<file path="config.mk">
export PLATFORM = sky130hd
export DESIGN_NAME = note_synth
export DESIGN_NICKNAME = d
export VERILOG_FILES = /design/src/rtl/note_pkg.sv /design/src/rtl/envelope_gen.sv /design/src/rtl/note_synth.sv
export SDC_FILE = /design/constraint.sdc
export NUM_CORES = 1
export LEC_CHECK = 0
export BUFFER_PORTS_ARGS = -buffer_cell sky130_fd_sc_hd__buf_2
export CORE_MARGIN = 1.5
export CORE_UTILIZATION = 41
export DETAILED_ROUTE_END_ITERATION = 10
export GPL_TIMING_DRIVEN = 0
export PLACE_DENSITY = 0.6
export REMOVE_ABC_BUFFERS = 1
export SLEW_MARGIN = 15
export SYNTH_ARGS = -nofsm -noshare
export SYNTH_HDL_FRONTEND = slang
export SYNTH_SLANG_ARGS = --single-unit
</file>
<file path="constraint.sdc">
create_clock -name clk -period 11.7 [get_ports clk]
set_clock_uncertainty 0.15 [all_clocks]
set_input_delay 0.585 -clock clk [delete_from_list [all_inputs] [get_ports clk]]
set_output_delay 0.585 -clock clk [all_outputs]
set_load 0.1 [all_outputs]
</file>
<file path="src/rtl/note_pkg.sv">
// Shared note definitions: one-hot note codes, pitch table, half-period helper, envelope states.
// Latency: n/a (constants and pure functions only).
// Backpressure: n/a.
package note_pkg;

    localparam int W_NOTE = 12;
    localparam int W_HP   = 20;

    // One-hot note codes, bit 11 = C down to bit 0 = B
    localparam logic [W_NOTE-1:0] NOTE_C  = 12'b1000_0000_0000;
    localparam logic [W_NOTE-1:0] NOTE_CS = 12'b0100_0000_0000;
    localparam logic [W_NOTE-1:0] NOTE_D  = 12'b0010_0000_0000;
    localparam logic [W_NOTE-1:0] NOTE_DS = 12'b0001_0000_0000;
    localparam logic [W_NOTE-1:0] NOTE_E  = 12'b0000_1000_0000;
    localparam logic [W_NOTE-1:0] NOTE_F  = 12'b0000_0100_0000;
    localparam logic [W_NOTE-1:0] NOTE_FS = 12'b0000_0010_0000;
    localparam logic [W_NOTE-1:0] NOTE_G  = 12'b0000_0001_0000;
    localparam logic [W_NOTE-1:0] NOTE_GS = 12'b0000_0000_1000;
    localparam logic [W_NOTE-1:0] NOTE_A  = 12'b0000_0000_0100;
    localparam logic [W_NOTE-1:0] NOTE_AS = 12'b0000_0000_0010;
    localparam logic [W_NOTE-1:0] NOTE_B  = 12'b0000_0000_0001;

    // Flat-name aliases
    localparam logic [W_NOTE-1:0] NOTE_DF = NOTE_CS;
    localparam logic [W_NOTE-1:0] NOTE_EF = NOTE_DS;
    localparam logic [W_NOTE-1:0] NOTE_GF = NOTE_FS;
    localparam logic [W_NOTE-1:0] NOTE_AF = NOTE_GS;
    localparam logic [W_NOTE-1:0] NOTE_BF = NOTE_AS;

    // Note frequencies in units of 0.01 Hz, indexed by one-hot bit position (0 = B .. 11 = C)
    localparam int unsigned freq_100 [W_NOTE] = '{
        49388, 46616, 44000, 41530, 39200, 36999,
        34923, 32963, 31113, 29366, 27718, 26163
    };

    typedef enum logic [1:0] {
        ENV_IDLE,
        ENV_ATTACK,
        ENV_SUSTAIN,
        ENV_RELEASE
    } env_state_t;

    typedef logic [W_NOTE-1:0][W_HP-1:0] hp_tab_t;

    // Clock cycles per half waveform period; 0 for anything that is not exactly one-hot
    function automatic logic [W_HP-1:0] half_period(input logic [W_NOTE-1:0] note,
                                                    input logic [1:0]        octave,
                                                    input int unsigned       clk_mhz);
        logic [63:0] num;
        logic [63:0] q;
        num = 64'(clk_mhz) * 64'd100_000_000;
        q   = '0;
        for (int i = 0; i < W_NOTE; i++) begin
            if (note == (W_NOTE'(1) << i)) begin
                q = num / 64'(freq_100[i]);
            end
        end
        q = q >> (32'(octave) + 32'd1);
        return q[W_HP-1:0];
    endfunction

    // Octave-0 half-periods for every note; octave shifts are applied afterwards as a plain
    // right shift, which gives the same truncated result as shifting the full quotient.
    function automatic hp_tab_t base_half_periods(input int unsigned clk_mhz);
        hp_tab_t t;
        for (int i = 0; i < W_NOTE; i++) begin
            t[i] = half_period(W_NOTE'(1) << i, 2'd0, clk_mhz);
        end
        return t;
    endfunction

endpackage

</file>
<file path="src/rtl/envelope_gen.sv">
// Attack/sustain/release amplitude envelope with a free-running tick prescaler.
// Latency: amp and state update on the tick cycle; gate changes move the state next cycle.
// Backpressure: none; gate and tick_en are sampled every cycle.
module envelope_gen
    import note_pkg::*;
#(
    parameter logic [15:0] amp_max  = 16'h4000,
    parameter logic [15:0] amp_step = 16'h0040,
    parameter int unsigned env_div  = 50000
) (
    input  logic        clk,
    input  logic        rst,
    input  logic        gate,
    input  logic        tick_en,
    output logic [15:0] amp,
    output env_state_t  state
);

    localparam int PRE_W = (env_div > 1) ? $clog2(env_div) : 1;
    localparam logic [PRE_W-1:0] PRE_MAX = PRE_W'(env_div - 1);

    env_state_t       state_nxt;
    logic [15:0]      amp_nxt;
    logic [15:0]      amp_up;
    logic [15:0]      amp_dn;
    logic [PRE_W-1:0] pre;
    logic [PRE_W-1:0] pre_nxt;
    logic             tick;

    assign tick = tick_en && (state != ENV_IDLE) && (pre == PRE_MAX);

    // State, amplitude and prescaler registers
    always_ff @(posedge clk) begin
        if (!rst) begin
            state <= ENV_IDLE;
            amp   <= '0;
            pre   <= '0;
        end else begin
            state <= state_nxt;
            amp   <= amp_nxt;
            pre   <= pre_nxt;
        end
    end

    // Next state and amplitude: ramps move only on ticks, gate changes act at once
    always_comb begin
        state_nxt = state;
        amp_nxt   = amp;
        case (state)
            ENV_IDLE: begin
                if (gate) state_nxt = ENV_ATTACK;
            end
            ENV_ATTACK: begin
                if (!gate) begin
                    state_nxt = ENV_RELEASE;
                end else if (tick) begin
                    amp_nxt = amp_up;
                    if (amp_up == amp_max) state_nxt = ENV_SUSTAIN;
                end
            end
            ENV_SUSTAIN: begin
                if (!gate) state_nxt = ENV_RELEASE;
            end
            ENV_RELEASE: begin
                if (gate) begin
                    state_nxt = ENV_ATTACK;
                end else if (tick) begin
                    amp_nxt = amp_dn;
                    if (amp_dn == 16'h0) state_nxt = ENV_IDLE;
                end
            end
            default: state_nxt = ENV_IDLE;
        endcase
    end

    // Saturating ramp steps and prescaler advance (held at 0 in and on entry to IDLE)
    always_comb begin
        logic [16:0] sum;
        sum    = {1'b0, amp} + {1'b0, amp_step};
        amp_up = (sum >= {1'b0, amp_max}) ? amp_max : sum[15:0];
        amp_dn = (amp <= amp_step) ? 16'h0 : (amp - amp_step);
        if ((state == ENV_IDLE) || (state_nxt == ENV_IDLE)) begin
            pre_nxt = '0;
        end else if (tick_en) begin
            pre_nxt = (pre == PRE_MAX) ? '0 : (pre + PRE_W'(1));
        end else begin
            pre_nxt = pre;
        end
    end

endmodule

</file>
<file path="src/rtl/note_synth.sv">
// Square-wave tone generator: one-hot note + octave in, enveloped 24-bit samples out.
// Latency: 1 cycle input register, new note starts next cycle from IDLE, 1 cycle output register.
// Backpressure: none; a sample is produced every cycle.
module note_synth
    import note_pkg::*;
#(
    parameter int unsigned clk_mhz  = 50,
    parameter logic [15:0] amp_max  = 16'h4000,
    parameter logic [15:0] amp_step = 16'h0040,
    parameter int unsigned env_div  = 50000
) (
    input  logic              clk,
    input  logic              rst,
    input  logic [W_NOTE-1:0] i_note,
    input  logic [1:0]        i_octave,
    output logic [23:0]       o_sample,
    output logic              o_active,
    output logic [W_NOTE-1:0] o_cur_note
);

    localparam hp_tab_t HP_BASE = base_half_periods(clk_mhz);

    logic [W_NOTE-1:0] note_q;
    logic [1:0]        oct_q;
    logic              note_vld;
    logic [W_HP-1:0]   hp_sel;
    logic [W_HP-1:0]   hp_cur;
    logic [W_HP-1:0]   cnt;
    logic              phase;
    logic [W_NOTE-1:0] cur_note;
    logic [15:0]       amp;
    env_state_t        env_state;

    // Input register: note and octave are taken one cycle after they are presented
    always_ff @(posedge clk) begin
        if (!rst) begin
            note_q <= '0;
            oct_q  <= '0;
        end else begin
            note_q <= i_note;
            oct_q  <= i_octave;
        end
    end

    assign note_vld = $onehot(note_q);

    // Half-period of the registered note/octave
    always_comb begin
        hp_sel = '0;
        for (int i = 0; i < W_NOTE; i++) begin
            if (note_q[i]) hp_sel = HP_BASE[i] >> oct_q;
        end
    end

    envelope_gen #(
        .amp_max  (amp_max),
        .amp_step (amp_step),
        .env_div  (env_div)
    ) u_env (
        .clk     (clk),
        .rst     (rst),
        .gate    (note_vld),
        .tick_en (1'b1),
        .amp     (amp),
        .state   (env_state)
    );

    // Tone counter: a running half-period always completes; new notes are adopted only at reload,
    // and with no valid note the last pitch keeps running through the release.
    always_ff @(posedge clk) begin
        if (!rst) begin
            cnt      <= '0;
            phase    <= 1'b0;
            cur_note <= '0;
            hp_cur   <= '0;
        end else if (env_state == ENV_IDLE) begin
            if (note_vld) begin
                cnt      <= hp_sel - W_HP'(1);
                phase    <= 1'b0;
                cur_note <= note_q;
                hp_cur   <= hp_sel;
            end else begin
                cnt      <= '0;
                phase    <= 1'b0;
                cur_note <= '0;
                hp_cur   <= '0;
            end
        end else if (cnt == '0) begin
            phase <= ~phase;
            if (note_vld) begin
                cnt      <= hp_sel - W_HP'(1);
                cur_note <= note_q;
                hp_cur   <= hp_sel;
            end else begin
                cnt <= hp_cur - W_HP'(1);
            end
        end else begin
            cnt <= cnt - W_HP'(1);
        end
    end

    // Output sample register: amplitude while phase is high, silence otherwise
    always_ff @(posedge clk) begin
        if (!rst) begin
            o_sample <= '0;
        end else begin
            o_sample <= {(phase ? amp : 16'h0), 8'h00};
        end
    end

    assign o_active   = (env_state != ENV_IDLE);
    assign o_cur_note = o_active ? cur_note : '0;

endmodule

</file>
==> impl_metrics.toml, run 1 <==
[yosys]
synth_edf_count = 0
synthArstFlopShare_pct = 0
avgSynthCellArea_um2 = 7.82
netlist_area_um2 = 7420
synthDominantCellAreaShare_pct = 30.7
synth_seq_area_share_pct = 30.7
yosys_warnings = 0
ys.flop_type = "dfxtp_1"
yosys.area.top_type = "dfxtp_1"
synth.distinct_cells = 77
ys_top_cells_by_count = "dfxtp_1, nor2_1, a21oi_1"
synthCells = 949
yosysMostFrequentCell = "dfxtp_1"
synth_area_leaders = "dfxtp_1, nor2_1, a21oi_1, o21ai_0, xnor2_1"
synth_seq_cells = 114

[timing]
hold_viol = 0
period_share_pct = 54.6
fmax_mhz = 157
fin_crit_ns = 6.39
fin_setup_tns_ns = 0
setup_violations = 0
rsz0062_at_grt = "no"
worst_pin_slew_ns = 1.16
slew_viol_final = 0
relSlewSlack_pct = 22.7

[clock_network]
cts_root_buffer = "clkbuf_16"
clkTransAtPathRegs_ns = 0.06
htree_num_levels = 4
numCtsBuffers = 17
clockBufferDepth = 2
cts-resized-gates = 0
cts_sinks = 114
worstSkewPairLatency_ns = 0.42
tritoncts = "done"
post_cts.repair.setup_buffers = 0
cts_hold_buf = 0

[die]
design.core.area_um2 = 17800
dieArea_um2 = 18900
rows = 49
initial_utilization_pct = 41.6
dieWidth_um = 138
ios = 53
die_y_um = 138

[worst_setup_path]
crit_fanout = 29
criticalPathCategory = "reg -> reg"
slowest_stage = "dfxtp_1"
path_cells = "fa_1 > fa_1 > inv_1 > fa_1 > fa_1 > inv_1 > ha_1 > inv_1 > fa_1 > a211oi_1 > mux2i_1 > or3_1 > nand2_1 > nand2_1 > a22oi_1 > nor2_1"
crit_path_frequent_cell = "fa_1"
cp_top_family = "adder cells"
crit_path_max_incr_delay_ns = 0.87
cp_num_buf_inv = 3
worstPathRequired_ns = 11.85
worstPathArrival_ns = 6.54
startpoint_type = "flip-flop"
cp-end-kind = "flip-flop"

[finish]
layout-drive-gt1-share_pct = 10.1
fillers = 1772
fin_cells = 1188
syn_to_final_growth_pct = 10.7
antenna_cells = 0
num-nets-final = 989

[hold_path]
hold_path_class = "in -> reg"

[placement]
place.gp.congestion = 0.910
port_buffers = 44
hpwl_mm = 14.1
dp_cells = 1158

[grt]
grt_pass1_wl_mm = 33.7
grt-ovfl-total = 0
globalRouteTotalUtil_pct = 22.7
antenna_found_initial = 0
grt_max_degree = 48
grt_pass1_vias = 6357

[status]
status = "finished, final reports clean"

[route]
first_pass_iters = 6
postRouteAntennaNets = 0
route.detailed.drc = 0
vias_per_cell = 5.91
drt_first_iter_violations = 766
wl_mm = 20.7
num_vias = 7017
wl_per_cell_um = 17.4

[job]
cap_violations = 0

[pwr]
p_leak_nw = 3.24
p_per_area_nw_per_um2 = 215
ir_drop_uv = 161
-- worst paths after layout --
kind | start | endpoint | slack (ns) | cells after the start
hold / removal | i_note[11] | note_q[11] | 0.21 | 2
hold reg to reg | u_env.pre[0] | u_env.pre[0] | 0.29 | 1
setup / recovery | note_q[9] | hp_cur[5] | 5.31 | 16
setup reg to reg | note_q[9] | hp_cur[5] | 5.31 | 16
-- per-stage QoR --
stage	instance area (µm²)	utilization [%]	power (W)	hold slack, ns	setup WS, ns
2_1_floorplan	7100	-	0.00107	0.263	5.89
3_3_place_gp	7610	42.7	0.00126	0.280	4.47
3_5_place_dp	7660	42.9	0.00127	0.281	5.37
4_1_cts	8210	46.0	0.00177	0.202	5.33
5_1_grt	8220	46.1	0.00189	0.212	4.90
6_report	8220	46.1	0.00177	0.215	5.31
-- cell usage in the layout (no fill, tap or decap), types with 4 or more instances in the layout --
cell | Yosys | layout
a211o_1 | 10 | 10
a211oi_1 | 12 | 12
a21oi_1 | 59 | 59
a221oi_1 | 9 | 9
a22oi_1 | 27 | 27
a31o_2 | 4 | 4
a31oi_1 | 10 | 10
and2_1 | 29 | 29
and3_1 | 25 | 25
and4_1 | 8 | 8
buf_2 | 18 | 44
clkbuf_16 | 0 | 17
clkinvlp_4 | 0 | 5
conb_1 | 1 | 8
dfxtp_1 | 114 | 114
fa_1 | 7 | 7
ha_1 | 18 | 18
inv_1 | 38 | 37
mux2i_1 | 5 | 5
nand2_1 | 58 | 58
nand2b_1 | 10 | 10
nand3_1 | 23 | 23
nand3b_1 | 9 | 9
nand4_1 | 5 | 5
nor2_1 | 95 | 93
nor2b_1 | 23 | 23
nor3_1 | 32 | 31
nor3b_1 | 7 | 7
nor4_1 | 20 | 20
o211ai_1 | 5 | 5
o21ai_0 | 51 | 51
o311ai_0 | 4 | 4
o31a_1 | 6 | 6
o31ai_1 | 8 | 8
or3_1 | 13 | 13
or4_1 | 13 | 13
xnor2_1 | 28 | 28
xor2_1 | 22 | 22
-- layer usage --
layer  track usage [%]  vias to the layer above  wire length, µm
met4              7.08                        0              292
met2              33.7                      244             9130
li1                  -                     3445                -
met1              32.7                     3300             9990
met3              4.89                       28             1240
met5                 0                        -                0
-- worst register-to-register path: stages, from the launching register on --
cell	delay, ns
dfxtp_1	0.87
fa_1	0.56
fa_1	0.49
inv_1	0.05
fa_1	0.49
fa_1	0.41
inv_1	0.07
ha_1	0.16
inv_1	0.06
fa_1	0.37
a211oi_1	0.22
mux2i_1	0.13
or3_1	0.67
nand2_1	0.35
nand2_1	0.72
a22oi_1	0.44
nor2_1	0.06
-- sequential cells by signal, indices dropped and copies added (netlist names) --
signal and count:
cnt 20, hp_cur 17, o_sample 16, u_env.amp 16
u_env.pre 16, cur_note 12, note_q 12, oct_q 2
u_env.state 2, phase 1
-- cells by family after synthesis --
family                   Yosys count  synth area share [%]
adder cells (fa/ha/maj)           25                  4.92
AO/OA/AOI/OAI                    249                  22.6
XOR/XNOR                          50                  5.90
other                              1                0.0505
buffers and inverters            113                  6.63
flip-flops                       114                  30.7
AND/OR/NAND/NOR                  390                  28.2
multiplexers                       7                 0.978
-- cell type report --
class	count	area [µm²]	share of cell area, %
clock buffers	19	443	5.39
well taps	229	287	3.49
inverters	39	146	1.78
repair buffers	47	263	3.20
multi-input cells	729	4690	57.1
clock inverters	11	108	1.31
flip-flops and latches	114	2280	27.8
-- where the power goes --
part	switching, W	internal, W	total (W)
Sequential	0.0000621	0.000441	0.000503
Clock	0.000193	0.000296	0.000490
Combinational	0.000501	0.000275	0.000776
Total	0.000756	0.00101	0.00177
Power figures use the tool's default switching activity.
==> run 2: changes to the inputs <==
--- a/config.mk
+++ b/config.mk
@@ -10,7 +10,7 @@
 export CORE_UTILIZATION = 41
 export DETAILED_ROUTE_END_ITERATION = 10
 export GPL_TIMING_DRIVEN = 0
-export PLACE_DENSITY = 0.6
+export PLACE_DENSITY = 0.62
 export REMOVE_ABC_BUFFERS = 1
 export SLEW_MARGIN = 15
 export SYNTH_ARGS = -nofsm -noshare
==> constraint.sdc (replaced) <==
create_clock -name clk -period 5.3 [get_ports clk]
set_clock_uncertainty 0.15 [all_clocks]
set_input_delay 0.265 -clock clk [delete_from_list [all_inputs] [get_ports clk]]
set_output_delay 0.265 -clock clk [all_outputs]
set_load 0.1 [all_outputs]
==> run 2 against run 1 <==
  * Final area is 3.8% higher
  * Final cell count increased by 1.8%
  * Utilization up 1.7 points
  * Die area did not move
  * Count of clock-buffer cells in the layout unchanged
  * Sequential power rose by 120%
  * Combinational power grew 140%
==> impl_metrics.toml, run 2 (synthesis results as in run 1) <==
[clock_network]
tritoncts = "done"
cts_root_buffer = "clkbuf_16"
worstSkewPairLatency_ns = 0.42
cts_sinks = 114
clkTransAtPathRegs_ns = 0.06
htree_num_levels = 4
clockBufferDepth = 2
numCtsBuffers = 17

[grt]
globalRouteTotalUtil_pct = 22.7
antenna_found_initial = 0
grt_max_degree = 48
grt-ovfl-total = 0
grt_pass1_vias = 6433
grt_pass1_wl_mm = 33.7

[die]
rows = 49
design.core.area_um2 = 17800
dieWidth_um = 138
dieArea_um2 = 18900
die_y_um = 138
ios = 53
initial_utilization_pct = 41.6

[timing]
fin_ws_ns = 0.128
hold_viol = 0
slew_viol_final = 0
setup_violations = 0
worst_pin_slew_ns = 0.996
period_share_pct = 97.6
fin_setup_tns_ns = 0
fmax_mhz = 193
fin_crit_ns = 5.17
relSlewSlack_pct = 33.0
rsz0062_at_grt = "yes"

[route]
wl_mm = 21.2
vias_per_cell = 5.99
num_vias = 7237
route.detailed.drc = 0
postRouteAntennaNets = 0
first_pass_iters = 5
drt_first_iter_violations = 616
wl_per_cell_um = 17.5

[placement]
port_buffers = 44
dp_cells = 1158
place.gp.congestion = 0.907
hpwl_mm = 14.1
place_ws_ns = -0.953

[pwr]
total_power_w = 0.00410
p_per_area_nw_per_um2 = 480
p_leak_nw = 3.37
ir_drop_uv = 284

[status]
status = "finished, final reports clean"

[hold_path]
hold_path_class = "reg -> reg"

[worst_setup_path]
worstPathArrival_ns = 5.38
worstPathRequired_ns = 5.51
cp-end-kind = "flip-flop"
reg2reg_slack_ns = 0.13
criticalPathCategory = "reg -> reg"
startpoint_type = "flip-flop"
crit_fanout = 18

[finish]
top_register = "cnt"
syn_to_final_growth_pct = 14.9
largest_reg_flops = 20
layout-drive-gt1-share_pct = 12.1
num-nets-final = 1008
antenna_cells = 0
fillers = 1727
final_common_cell = "dfxtp_1"
reg_top3 = "cnt (20), hp_cur (17)"
fin_cells = 1209
layout_common_cells = "dfxtp_1, nor2_1, a21oi_1"

[job]
cap_violations = 0
[run 2: cell types whose count changed in the layout (fill, tap and decap cells not counted), moves of 2 or more]
| cell | before | now |
|---|---|---|
| nand2_1 | 58 | 56 |
| inv_6 | 3 | 5 |
| clkinvlp_4 | 5 | 2 |
| dfxtp_4 | 0 | 4 |
| dlygate4sd3_1 | 0 | 14 |
| dfxtp_2 | 0 | 2 |
| dfxtp_1 | 114 | 108 |
| buf_4 | 1 | 4 |
[run 2: critical path: stages, from the launching register on]
cell and delay [ns]:
dfxtp_2 0.53, fa_1 0.47, fa_1 0.48, inv_1 0.05, fa_1 0.50, fa_1 0.42, inv_1 0.07, ha_1 0.17
inv_1 0.07, fa_1 0.38, a211oi_1 0.23, mux2i_1 0.17, or3_4 0.53, nor2_2 0.59, a22oi_1 0.19, nor2_1 0.11
[run 2: cell type report]
type                    count  area (µm²)  share of cell area [%]
inverters                  39         146                    1.72
multi-input cells         730        4760                    55.8
repair buffers             65         437                    5.12
well taps                 229         287                    3.36
clock inverters            13         146                    1.72
flip-flops and latches    114        2300                    27.0
clock buffers              19         453                    5.31
[run 2: through the flow]
stage / cell area (µm²) / hold slack [ns] / util (%)
floorplan: 7100 / 0.237 / -
global placement: 7610 / 0.278 / 42.7
detailed placement: 7660 / 0.296 / 43.0
CTS: 8460 / 0.305 / 47.4
global route: 8530 / 0.322 / 47.8
finish: 8530 / 0.296 / 47.8
[run 2: worst paths after layout]
kind,start,to,cells after the start
hold / removal,u_env.pre[0],u_env.pre[0],1
setup / recovery,note_q[5],cur_note[3],15
hold reg to reg,u_env.pre[0],u_env.pre[0],1
setup reg to reg,note_q[5],cur_note[3],15
[run 2: timing repair]
action                                  4_1_cts  5_1_grt
pin swaps                                     1        3
hold endpoints to repair                     14        0
endpoints found under the setup margin       66       39
resized for setup                            16        9
hold buffers                                 14        0
setup buffers                                 2        2
cloned                                        0        1
[run 2: power breakdown]
part	total (W)	switching, W	internal (W)
clock network	0.00116	0.000434	0.000723
logic	0.00183	0.00116	0.000665
registers	0.00111	0.000140	0.000972
total	0.00410	0.00174	0.00236
[run 2: per-layer routing]
metal	vias to the layer above	part of all wire, %	track usage (%)	wire (µm)
li1	3477	-	-	-
met4	0	1.8	5.96	378
met3	38	6.4	4.82	1350
met2	280	45	35.1	9470
met1	3442	47	32.1	10000
met5	-	0	0	0
==> run 3: changes to the inputs <==
--- a/config.mk
+++ b/config.mk
@@ -15,4 +15,5 @@
 export SLEW_MARGIN = 15
 export SYNTH_ARGS = -nofsm -noshare
 export SYNTH_HDL_FRONTEND = slang
+export SYNTH_HIERARCHICAL = 1
 export SYNTH_SLANG_ARGS = --single-unit
==> run 3 against run 2 <==
  * The run now ends with DRC left
  * Synthesized cell count is 1.2% higher
  * Via count is 1.9% higher
  * Combinational power is 11% lower
  * Final area is 3.6% higher
  * Setup slack better by 0.093 ns
  * Power is 5.2% lower
  * First-iteration DRC count is 26% higher
  * Critical endpoint is now u_env/amp[9]
  * Largest cell class unchanged
  * Largest power group unchanged
==> impl_metrics.toml, run 3 <==
[status]
status = "finished, violations left"
violations = "DRC"

[timing]
fin_crit_ns = 5.08
slew_viol_final = 0
fmax_mhz = 197
fin_setup_tns_ns = 0
worst_pin_slew_ns = 0.873
setup_violations = 0
hold_viol = 0
rsz0062_at_grt = "no"
relSlewSlack_pct = 41.7
period_share_pct = 95.8

[placement]
place.gp.congestion = 0.928
dp_cells = 1180
port_buffers = 44
hpwl_mm = 14.6

[die]
die_y_um = 140
design.core.area_um2 = 18100
ios = 53
dieWidth_um = 140
rows = 49
dieArea_um2 = 19600
initial_utilization_pct = 42.3

[finish]
top_register = "cnt"
regArea_um2 = 2300
finalCoreUtilization_pct = 48.7
syn_to_final_growth_pct = 15.1
fin_cells = 1239
multiInputGateArea_um2 = 4970
antenna_cells = 0
largest_reg_flops = 20
final_common_cell = "nor2_1"
layout-drive-gt1-share_pct = 14.8
layout_common_cells = "nor2_1, dfxtp_1, nand2_1"
reg_top3 = "cnt (20), hp_cur (17)"
fillers = 1790
num-nets-final = 1040

[clock_network]
numCtsBuffers = 17
tritoncts = "done"
clkTransAtPathRegs_ns = 0.06
worstSkewPairLatency_ns = 0.42
cts_root_buffer = "clkbuf_16"
cts_sinks = 114
htree_num_levels = 4
clockBufferDepth = 2

[grt]
grt_max_degree = 45
antenna_found_initial = 0
grt-ovfl-total = 0
grt_pass1_vias = 6916
globalRouteTotalUtil_pct = 23.0
grt_pass1_wl_mm = 36.0

[route]
postRouteAntennaNets = 0
num_vias = 7377
first_pass_iters = 8
wl_per_cell_um = 18.0
vias_per_cell = 5.95
wl_mm = 22.3
route.detailed.drc = 4
drt_first_iter_violations = 779

[worst_setup_path]
worstPathRequired_ns = 5.49
cp-end-kind = "flip-flop"
reg2reg_slack_ns = 0.22
criticalPathCategory = "reg -> reg"
worstPathArrival_ns = 5.27
startpoint_type = "flip-flop"
crit_fanout = 20

[yosys]
synthArstFlopShare_pct = 0
avgSynthCellArea_um2 = 8.00
synth_area_leaders = "dfxtp_1, nor2_1, a21oi_1, ha_1, nand2_1"
synth.distinct_cells = 105
ys.flop_type = "dfxtp_1"
synthCells = 960
synth_seq_cells = 114
synthDominantCellAreaShare_pct = 29.7
netlist_area_um2 = 7680
yosys.area.top_type = "dfxtp_1"
yosysMostFrequentCell = "nor2_1"
ys_top_cells_by_count = "nor2_1, dfxtp_1, nand2_1"
yosys_warnings = 6
synth_edf_count = 0
synth_seq_area_share_pct = 29.7

[pwr]
p_per_area_nw_per_um2 = 440
ir_drop_uv = 226
total_power_w = 0.00389
p_leak_nw = 3.49

[hold_path]
hold_path_class = "in -> reg"

[job]
cap_violations = 0
[run 3: cell types whose count changed in the layout (fill, tap and decap cells not counted), sizes merged, moves of 8 or more]
cell   delta
nor2     +23
nor2b    -13
and2     +10
nor3      -9
o21ai     -9
a211o     -8
buf       +8
nand4     +8
[run 3: worst paths after layout]
check	cells after the start	endpoint	start
setup reg to reg	18	u_env/amp[9]	note_q[0]
hold / removal	3	cnt[13]	rst
hold reg to reg	2	hp_cur[10]	hp_cur[10]
setup / recovery	18	u_env/amp[9]	note_q[0]
[run 3: timing repair]
action / CTS / global route
endpoints found under the setup margin: 64 / 44
buffers inserted: 6 / 7
endpoints found under the hold margin: 14 / 0
resized for setup: 19 / 11
hold buffers: 14 / 0
pin swaps: 1 / 1
[run 3: report_power, final]
part / switching, W / internal (W)
combinational: 0.00103 / 0.000602
sequential: 0.000127 / 0.000959
clock: 0.000464 / 0.000705
total: 0.00162 / 0.00227
[run 3: cells by family after synthesis]
family / after synthesis / synth area share, %
muxes: 4 / 0.538
and+or+nand+nor: 401 / 28.5
adders and majority gates: 27 / 5.09
buffers and inverters: 113 / 7.06
AOI/OAI and AO/OA: 250 / 23.4
xor gates and xnor gates: 49 / 5.59
DFF: 114 / 29.7
other: 2 / 0.0978
[run 3: metrics by stage]
step                setup slack, ns  hold slack [ns]  instance area [µm²]
global placement              -1.94            0.313                 7860
CTS                          0.0137            0.311                 8720
detailed placement           -0.947            0.314                 7900
global route                 0.0120            0.352                 8830
finish                        0.220            0.324                 8830
floorplan                    -0.483            0.237                 7350
[run 3: layer usage]
metal  vias to the layer above  part of all wire, %  GRT usage, %
met1                      3506                   43          30.5
met4                         0                  2.1          8.64
met3                        42                  7.6          4.68
met2                       302                   47          36.7
met5                         -                    0             0
li1                       3527                    -             -
[run 3: area by class of cell]
type | instances | area share, %
repair buffers | 74 | 5.58
clock buffers | 17 | 4.82
flip-flops and latches | 114 | 26.1
well taps | 229 | 3.24
clock inverters | 15 | 1.93
multi-input cells | 745 | 56.3
inverters | 45 | 2.07
[run 3: worst max-delay path, stage by stage, from the launching register on]
cell and delay (ns):
dfxtp_4 0.39, fa_1 0.50, fa_1 0.52, inv_1 0.05
fa_1 0.49, fa_1 0.40, inv_1 0.07, ha_2 0.20
inv_1 0.06, fa_1 0.41, nor2b_1 0.17, o21ai_2 0.19
buf_6 0.18, clkinv_8 0.12, xor2_4 0.16, nand2_2 0.10
or2_4 0.30, or3_1 0.36, a21oi_1 0.16
